## config.mk

```make
export PLATFORM = sky130hd
export DESIGN_NAME = tick_period_meter_flat
export DESIGN_NICKNAME = d
export VERILOG_FILES = /design/src/rtl/tick_period_meter_pkg.sv /design/src/rtl/tick_period_meter_if.sv /design/src/rtl/tick_period_meter_rise_detect.sv /design/src/rtl/tick_period_meter.sv /design/src/flat_wrapper.sv
export SDC_FILE = /design/constraint.sdc
export NUM_CORES = 1
export LEC_CHECK = 0
export ABC_AREA = 1
export CORE_MARGIN = 2
export CORE_UTILIZATION = 28
export CTS_CLUSTER_DIAMETER = 50
export DETAILED_ROUTE_END_ITERATION = 16
export SLEW_MARGIN = 20
export SYNTH_ARGS = -nofsm -noshare
export SYNTH_HDL_FRONTEND = slang
export SYNTH_SLANG_ARGS = --single-unit
```

## constraint.sdc

```tcl
create_clock -name clk_in -period 4.5 [get_ports clk_in]
set_clock_uncertainty 0.1 [all_clocks]
set_input_delay 0.9 -clock clk_in [delete_from_list [all_inputs] [get_ports clk_in]]
set_output_delay 0.9 -clock clk_in [all_outputs]
set_load 0.05 [all_outputs]
```

## src/rtl/tick_period_meter_pkg.sv

```systemverilog
// Shared definitions for the tick period meter.
// Holds the FSM state encoding, the default counter width and the width of
// the rising-edge counter. Imported by the interface and by every module of
// the meter.
package tick_period_meter_pkg;

    typedef enum logic [1:0] {
        ST_IDLE    = 2'd0,
        ST_MEASURE = 2'd1,
        ST_STALLED = 2'd2
    } meter_state_t;

    localparam int DEFAULT_CNT_W = 32;
    localparam int TICK_COUNT_W  = 16;

endpackage

```

## src/rtl/tick_period_meter_if.sv

```systemverilog
// Signal bundle between the tick period meter and its user.
//   tick_in      strobe whose rising edges are measured
//   clear        synchronous statistics clear
//   period       last measured period in clk_in cycles
//   period_valid one-cycle pulse when period/min/max/avg update
//   period_min   smallest period since reset/clear
//   period_max   largest period since reset/clear
//   avg_period   exponential moving average of the periods
//   tick_count   rising edges seen since reset/clear (wraps)
//   stalled      no rising edge for the timeout interval
// master: drives tick_in/clear and observes the results.
// slave:  the meter itself.
interface tick_period_meter_if
    import tick_period_meter_pkg::*;
#(
    parameter int CNT_W = DEFAULT_CNT_W
);
    logic                    tick_in;
    logic                    clear;
    logic [CNT_W-1:0]        period;
    logic                    period_valid;
    logic [CNT_W-1:0]        period_min;
    logic [CNT_W-1:0]        period_max;
    logic [CNT_W-1:0]        avg_period;
    logic [TICK_COUNT_W-1:0] tick_count;
    logic                    stalled;

    modport master (
        output tick_in,
        output clear,
        input  period,
        input  period_valid,
        input  period_min,
        input  period_max,
        input  avg_period,
        input  tick_count,
        input  stalled
    );

    modport slave (
        input  tick_in,
        input  clear,
        output period,
        output period_valid,
        output period_min,
        output period_max,
        output avg_period,
        output tick_count,
        output stalled
    );

endinterface

```

## src/rtl/tick_period_meter_rise_detect.sv

```systemverilog
// Registered rising-edge detector.
//   clk_in  in  system clock
//   reset   in  synchronous, active-high; clears the delayed copy
//   d       in  level input in the clk_in domain
//   rise    out high for the cycle in which d is high and was low last cycle
// A level held high for many cycles produces a single rise.
module rise_detect (
    input  logic clk_in,
    input  logic reset,
    input  logic d,
    output logic rise
);

    logic d_dly;

    always_ff @(posedge clk_in) begin
        if (reset) begin
            d_dly <= 1'b0;
        end else begin
            d_dly <= d;
        end
    end

    assign rise = d & ~d_dly;

endmodule

```

## src/rtl/tick_period_meter.sv

```systemverilog
// Tick period meter: measures the spacing of the CPU step strobe in clk_in
// cycles and keeps last period, min, max, moving average, an edge count and
// a stall indication.
//   clk_in  in  system clock
//   reset   in  synchronous, active-high
//   bus     tick_period_meter_if.slave (tick_in, clear in; statistics out)
// Parameters:
//   CNT_W     width of the period counter and of all period outputs
//   TIMEOUT   cycles without a rising edge before stalled is raised
//   AVG_SHIFT moving-average weight is 1/2^AVG_SHIFT
module tick_period_meter
    import tick_period_meter_pkg::*;
#(
    parameter int          CNT_W     = DEFAULT_CNT_W,
    parameter int unsigned TIMEOUT   = 100000000,
    parameter int          AVG_SHIFT = 3
) (
    input  logic                 clk_in,
    input  logic                 reset,
    tick_period_meter_if.slave   bus
);

    localparam logic [CNT_W-1:0] TIMEOUT_C = CNT_W'(TIMEOUT);
    localparam logic [CNT_W-1:0] ONE_C     = CNT_W'(1);

    // One EMA step: avg + ((sample - avg) >>> AVG_SHIFT). The difference can
    // be negative, so it is formed signed one bit wider than the operands;
    // the arithmetic shift rounds toward minus infinity.
    function automatic logic [CNT_W-1:0] ema_update(
        input logic [CNT_W-1:0] avg,
        input logic [CNT_W-1:0] sample
    );
        logic signed [CNT_W:0] diff;
        logic signed [CNT_W:0] step;
        logic signed [CNT_W:0] sum;
        diff = $signed({1'b0, sample}) - $signed({1'b0, avg});
        step = diff >>> AVG_SHIFT;
        sum  = $signed({1'b0, avg}) + step;
        return sum[CNT_W-1:0];
    endfunction

    // clear behaves exactly like reset, including the edge detector, so a
    // rise coinciding with clear is dropped.
    logic sclr;
    logic rise;

    assign sclr = reset | bus.clear;

    rise_detect u_rise_detect (
        .clk_in (clk_in),
        .reset  (sclr),
        .d      (bus.tick_in),
        .rise   (rise)
    );

    meter_state_t     state;
    meter_state_t     state_nxt;
    logic [CNT_W-1:0] cnt;
    logic [CNT_W-1:0] cnt_nxt;
    logic             report;

    always_ff @(posedge clk_in) begin
        if (sclr) begin
            state <= ST_IDLE;
            cnt   <= '0;
        end else begin
            state <= state_nxt;
            cnt   <= cnt_nxt;
        end
    end

    // cnt equals the number of cycles since the last rise, so on the next
    // rise it already holds the period. It saturates at TIMEOUT while stalled.
    always_comb begin
        state_nxt = state;
        cnt_nxt   = cnt;
        report    = 1'b0;
        case (state)
            ST_IDLE: begin
                if (rise) begin
                    state_nxt = ST_MEASURE;
                    cnt_nxt   = ONE_C;
                end
            end
            ST_MEASURE: begin
                if (rise) begin
                    report  = 1'b1;
                    cnt_nxt = ONE_C;
                end else if (cnt == TIMEOUT_C) begin
                    state_nxt = ST_STALLED;
                end else begin
                    cnt_nxt = cnt + ONE_C;
                end
            end
            ST_STALLED: begin
                if (rise) begin
                    state_nxt = ST_MEASURE;
                    cnt_nxt   = ONE_C;
                end
            end
            default: begin
                state_nxt = ST_IDLE;
                cnt_nxt   = '0;
            end
        endcase
    end

    // Statistics stage: registered on the cycle a period completes.
    logic [CNT_W-1:0]        period_p1;
    logic                    vld_p1;
    logic [CNT_W-1:0]        min_p1;
    logic [CNT_W-1:0]        max_p1;
    logic [CNT_W-1:0]        avg_p1;
    logic [TICK_COUNT_W-1:0] tick_count_p1;
    logic                    first;

    always_ff @(posedge clk_in) begin
        if (sclr) begin
            period_p1     <= '0;
            vld_p1        <= 1'b0;
            min_p1        <= '1;
            max_p1        <= '0;
            avg_p1        <= '0;
            tick_count_p1 <= '0;
            first         <= 1'b1;
        end else begin
            vld_p1 <= report;
            if (rise) begin
                tick_count_p1 <= tick_count_p1 + TICK_COUNT_W'(1);
            end
            if (report) begin
                period_p1 <= cnt;
                if (cnt < min_p1) begin
                    min_p1 <= cnt;
                end
                if (cnt > max_p1) begin
                    max_p1 <= cnt;
                end
                if (first) begin
                    avg_p1 <= cnt;
                    first  <= 1'b0;
                end else begin
                    avg_p1 <= ema_update(avg_p1, cnt);
                end
            end
        end
    end

    assign bus.period       = period_p1;
    assign bus.period_valid = vld_p1;
    assign bus.period_min   = min_p1;
    assign bus.period_max   = max_p1;
    assign bus.avg_period   = avg_p1;
    assign bus.tick_count   = tick_count_p1;
    assign bus.stalled      = (state == ST_STALLED);

endmodule
```

## src/flat_wrapper.sv

```systemverilog
// flat-port wrapper written by rule: the top's interface ports become plain ports
module tick_period_meter_flat import tick_period_meter_pkg::*;
#(
    parameter int          CNT_W     = DEFAULT_CNT_W,
    parameter int unsigned TIMEOUT   = 100000000,
    parameter int          AVG_SHIFT = 3
)
  (clk_in, reset, bus_tick_in, bus_clear, bus_period, bus_period_valid, bus_period_min, bus_period_max, bus_avg_period, bus_tick_count, bus_stalled);
  tick_period_meter_if #(.CNT_W(CNT_W)) bus_i ();
  input  logic clk_in;
  input  logic reset;
  input wire logic [$bits(bus_i.tick_in)-1:0] bus_tick_in;
  input wire logic [$bits(bus_i.clear)-1:0] bus_clear;
  output wire logic [$bits(bus_i.period)-1:0] bus_period;
  output wire logic [$bits(bus_i.period_valid)-1:0] bus_period_valid;
  output wire logic [$bits(bus_i.period_min)-1:0] bus_period_min;
  output wire logic [$bits(bus_i.period_max)-1:0] bus_period_max;
  output wire logic [$bits(bus_i.avg_period)-1:0] bus_avg_period;
  output wire logic [$bits(bus_i.tick_count)-1:0] bus_tick_count;
  output wire logic [$bits(bus_i.stalled)-1:0] bus_stalled;
  assign bus_i.tick_in = bus_tick_in;
  assign bus_i.clear = bus_clear;
  assign bus_period = bus_i.period;
  assign bus_period_valid = bus_i.period_valid;
  assign bus_period_min = bus_i.period_min;
  assign bus_period_max = bus_i.period_max;
  assign bus_avg_period = bus_i.avg_period;
  assign bus_tick_count = bus_i.tick_count;
  assign bus_stalled = bus_i.stalled;
  tick_period_meter #(.CNT_W(CNT_W), .TIMEOUT(TIMEOUT), .AVG_SHIFT(AVG_SHIFT)) u_core (.clk_in(clk_in), .reset(reset), .bus(bus_i));
endmodule
```

Yosys cells after proc, flatten, opt, wreduce, memory -nomap -nowiden:

Cells that the tools add are included.
W data, S select, Z words.

* add/sub/neg operators: 4
* equal/unequal tests: 7
* multiplexer cells: 11
* bitwise logic cells: 3
* reduce and logical (&&, ||, !) cells: 6
* magnitude comparators: 2

Operators by type and width (count)
* $mux W32: 4
* $pmux W32 S2: 1
* $sub A32 B32 Y33: 1
* $add A32 B1 Y32 const B: 1
* $add A32 B30 Y32: 1
* $eq A32 B27 Y1 const B: 1
* $gt A32 B32 Y1: 1
* $lt A32 B32 Y1: 1
* $add A16 B1 Y16 const B: 1
* $mux W2: 3
* $reduce_and A2 Y1: 3
* $ne A2 B1 Y1 const B: 2
* $pmux W2 S2: 1
* $ne A3 B2 Y1 const B: 1
* $reduce_and A3 Y1: 1
* $eq A2 B1 Y1 const B: 1
* $eq A2 B2 Y1 const B: 1
* $logic_not A2 Y1: 1
* $mux W1: 2
* $ne A2 B2 Y1 const B: 1
* $reduce_or A2 Y1: 1
* $and A1 B1 Y1: 1
* $not A1 Y1: 1
* $or A1 B1 Y1: 1

* flip-flop bits (word level): 181
* output and inout bits: 146
* logic and storage cells: 43

Longest topological paths before layout:

* depth in word-level cells: 5
* mapped depth: 27
* depth with buffers taken out: 27

Hierarchy:

A second synthesis with hierarchy kept.

* cells, all modules: 1917
* area total of the unflattened synthesis: 13011.2 µm²

Modules (own cells, without submodules)
* tick_period_meter: area each 12979.9 µm², cells an instance 1913, sequential area each 3603.5 µm², times used 1
* rise_detect: area each 31.3 µm², cells an instance 4, sequential area each 20.0 µm², times used 1

Least setup slack after synthesis:

Ideal clock, no wire load.

* path type: flip-flop to flip-flop
* from: register u_core.avg_p1[2], in the netlist u_core.bus.avg_period[2]
* to: register u_core.avg_p1[29], in the netlist u_core.bus.avg_period[29]
* period minus slack after synthesis: 3.639 ns
* setup slack: 0.861 ns
* arrival: 3.407 ns
* stages on the path, launching flop included: 22
* cell sequence: dfxtp_1 -> inv_1 -> ha_1 -> a21oi_1 -> nand2_1 -> a21oi_2 -> o21ai_1 -> a21boi_1 -> o21ai_1 -> a21oi_1 -> xnor2_1 -> ha_1 -> a21oi_1 -> o21ai_0 -> a21oi_1 -> nor2_1 -> nor2_1 -> nand2_1 -> nand2_1 -> nand3_1 -> nand2_1 -> a21oi_1

* cells in the longest elaborated chain, start to end: 3

Ends and longest elaborated chain
* start: declaration: line tick_period_meter.sv:113 `logic [CNT_W-1:0] avg_p1;`
* start signal: assignment: line tick_period_meter.sv:140 `avg_p1 <= cnt;`
* start signal: assignment: line tick_period_meter.sv:143 `avg_p1 <= ema_update(avg_p1, cnt);`
* $sub A32 B32 Y33: line tick_period_meter.sv:36 `diff = $signed({1'b0, sample}) - $signed({1'b0, avg});`
* $add A32 B30 Y32 (*): line tick_period_meter.sv:38 `sum = $signed({1'b0, avg}) + step;`
* $mux W32 (*): line tick_period_meter.sv:139 `if (first) begin`

Mark *: on every way between the ends. The rest lies on a longest branch, timed or not.
A chain may end at the register's enable or synchronous reset.

Worst setup path after layout:

* from: register u_core.avg_p1[2], in the netlist u_core.bus.avg_period[2]
* to: register u_core.avg_p1[20], in the netlist u_core.bus.avg_period[20]

The elaborated chain is that of the path after synthesis.

==> flow_metrics.tcl <==
set metrics [dict create \
    status "complete, no violations" \
    drive_above_1_share_pct 6.959 \
    synthMuxAreaShare_pct 0 \
    synth-seq-area-share_pct 28.91 \
    whs_path_depth 1 \
    core.rowCount 77 \
    cp.required_ps 4800 \
    die_area_um2 46470 \
    final_util_pct 35.04 \
    r2r-start "u_core.bus.avg_period[2]" \
    globalplace.congestion 0.9427 \
    fin_nets 2104 \
    end_kind "flip-flop" \
    core-area_um2 44220 \
    r2r_end "u_core.bus.avg_period[20]" \
    p_per_area_nw_per_um2 234.2 \
    async_flop_share_pct 0 \
    pin_count 150 \
    hold-path-endpoint "u_core.cnt[0]" \
    clk_pin_slew_worst_paths_ps 80 \
    rsz0062_at_grt "no" \
    synth_cell_type_count 49 \
    yosysWarnings 0 \
    yosys.area_share.simple_pct 24.31 \
    htreeDepth 4 \
    dpl.hpwl_mm 37.06 \
    setup_viol 0 \
    synth_top_area_share_pct 28.91 \
    synthXorXnorAreaFrac_pct 3.634 \
    slew_viol_final 0 \
    synth_compound_area_share_pct 20.85 \
    start_kind "flip-flop" \
    clk_path_buf_depth 2 \
    synthCells 1822 \
    hold_path_class "reg -> reg" \
    grt_max_degree 114 \
    track_usage_pct 20.60 \
    hp-start "u_core.state[0]" \
    avgSynthCellArea_um2 6.879 \
    ir_drop_mv 0.2384 \
    portBuffers 149 \
    viasPerCell 5.104 \
    die_y_um 215.6 \
    crit_buf_inv 2 \
    cts_buffers 17 \
    max_freq_mhz 233.4 \
    cp_max_fo 5 \
    crit_family "compound AO/OA/AOI/OAI gates" \
    cts-root-buf "clkbuf_16" \
    synthAdderAreaFrac_pct 13.04 \
    synth_top_family_by_area "simple AND/OR/NAND/NOR gates" \
    totalWireLength_mm 47.70 \
    initial_core_util_pct 28.34 \
    dpl_cell_area_um2 14860 \
    final_area_um2 15490 \
    grt_pass1_wl_mm 73.63 \
    clk_latency_ps 500 \
    period_share_pct 95.22 \
    syn_area_um2 12530 \
    critPathKind "reg -> reg" \
    drt_iter0_markers 1015 \
    p_leak_nw 6.601 \
    worstMarginPinSlew_ps 1105 \
    syn_nets 1956 \
    crit_top_cell "nand2_1" \
    holdBufCountCts 0 \
    antenna_found_initial 1 \
    yosys_most_used_dff "dfxtp_1" \
    post_cts_buffers 0 \
    ant_nets 0 \
    crit_chain "inv_1 > ha_1 > a21oi_1 > nand2_1 > a21oi_4 > o21ai_2 > a21boi_2 > o21ai_2 > a21oi_1 > xnor2_1 > ha_1 > nand2_1 > nor2_1 > inv_1 > nor2_2 > nand4_1 > a31o_2 > nand3_1 > nand2_1 > a21oi_2" \
    min_period_ps 4285 \
    area_growth_pct 23.62 \
    r2r_slack_ps 210 \
    hold_viol_final 0 \
    critical-path-max-stage-delay_ps 410 \
    synth_edf_count 0 \
    via_count 13140 \
    fill_cells 4750 \
    synth_most_common_cell "nand2_1" \
    synth_commonest_cells "nand2_1 (305), a21oi_1 (264), inv_1 (218), dfxtp_1 (181), o21ai_0 (150)" \
    cpMaxStageDelayCell "ha_1" \
    cts_tree "done" \
    maxCapViolCount 0 \
    maxSlewHeadroom_pct 26.24 \
    reg2regPathDepth 20 \
    synthTopCellsByArea "dfxtp_1 (29%), ha_1 (13%), a21oi_1 (11%)" \
    synth-seq-cells 181 \
    crit_arrival_ps 4580 \
    fp.dieW_um 215.6 \
    gr-total-overflow 0 \
    cts_sinks 181 \
    drc 0 \
    num_antenna_cells 0 \
    drt-wirelength-per-cell_um 18.52 \
    drt-pass1-iter-count 5 \
    yosysTopAreaCell "dfxtp_1" \
    grt_pass1_vias 12860 \
]
[cells by family after synthesis]
logic type               Yosys count
flip-flops                       181
AND/OR/NAND/NOR                  672
AO/OA/AOI/OAI                    489
buffers and inverters            298
adder cells (fa/ha/maj)          130
XOR/XNOR                          52
[sequential cells by signal, indices dropped and copies added, names as in the netlist]
signal	flops
u_core.bus.avg_period	32
u_core.bus.period	32
u_core.bus.period_max	32
u_core.bus.period_min	32
u_core.cnt	32
u_core.bus.tick_count	16
u_core.state	2
u_core.bus.period_valid	1
u_core.first	1
u_core.u_rise_detect.d_dly	1
[layout by cell type, fill, tap and decap left out, drive strengths merged, types with 60 or more instances in the layout]
cell,n
nand2,309
a21oi,266
inv,237
dfxtp,181
o21ai,164
clkdlybuf4s50,149
nor2,137
ha,129
nand3,106
nand4,60
[what timing repair did]
item,CTS,global route
endpoints found under the setup margin,1,9
resized for setup,2,11
endpoints found under the hold margin,0,0
cloned,0,0
[report_power, final]
part,total (mW),switching (mW),internal (mW)
Combinational,0.417,0.290,0.127
Sequential,1.62,0.0104,1.61
Clock,1.59,0.791,0.797
Total,3.63,1.09,2.54
[worst max path at each step]
stage | start | endpoint | slack, ps | cells past startpoint
floorplan | u_core.bus.avg_period[2] | u_core.bus.avg_period[29] | 860 | 21
global placement | u_core.bus.avg_period[1] | u_core.bus.avg_period[20] | -300 | 20
detailed placement | u_core.bus.avg_period[1] | u_core.bus.avg_period[20] | -200 | 20
CTS | u_core.bus.avg_period[2] | u_core.bus.avg_period[20] | 30 | 20
global route | u_core.bus.avg_period[1] | u_core.bus.avg_period[20] | 40 | 21
finish | u_core.bus.avg_period[2] | u_core.bus.avg_period[20] | 210 | 20
[per-stage QoR]
step	std cells	power, mW	worst slack (ps)	TNS [ps]	hold slack, ps
2_1_floorplan	1822	1.952	861.1	0	337.5
3_3_place_gp	2543	2.073	-299.7	-305.0	356.6
3_5_place_dp	2543	2.073	-200.8	-200.8	355.8
5_1_grt	2575	3.770	35.89	0	402.9
6_report	2575	3.629	214.9	0	371.5
4_1_cts	2575	3.676	29.86	0	375.3
[metal layers]
metal  GRT usage (%)  wire, um  vias to the layer above
li1                -         -                     6508
met1           27.02     21760                     6192
met2           33.67     21920                      391
met3           4.538      3063                       51
met4           6.391       947                        0
met5               0         0                        -
[cell type report]
| type | count | area, um^2 | area share (%) |
|---|---|---|---|
| Clock buffer | 19 | 442.9 | 2.859 |
| Clock inverter | 13 | 142.6 | 0.9206 |
| Inverter | 232 | 870.8 | 5.621 |
| Multi-Input combinational cell | 1343 | 7824 | 50.50 |
| Sequential cell | 181 | 3623 | 23.39 |
| Tap cell | 592 | 740.7 | 4.781 |
| Timing Repair Buffer | 195 | 1849 | 11.94 |
No activity file was read; power rests on OpenSTA's default activity.
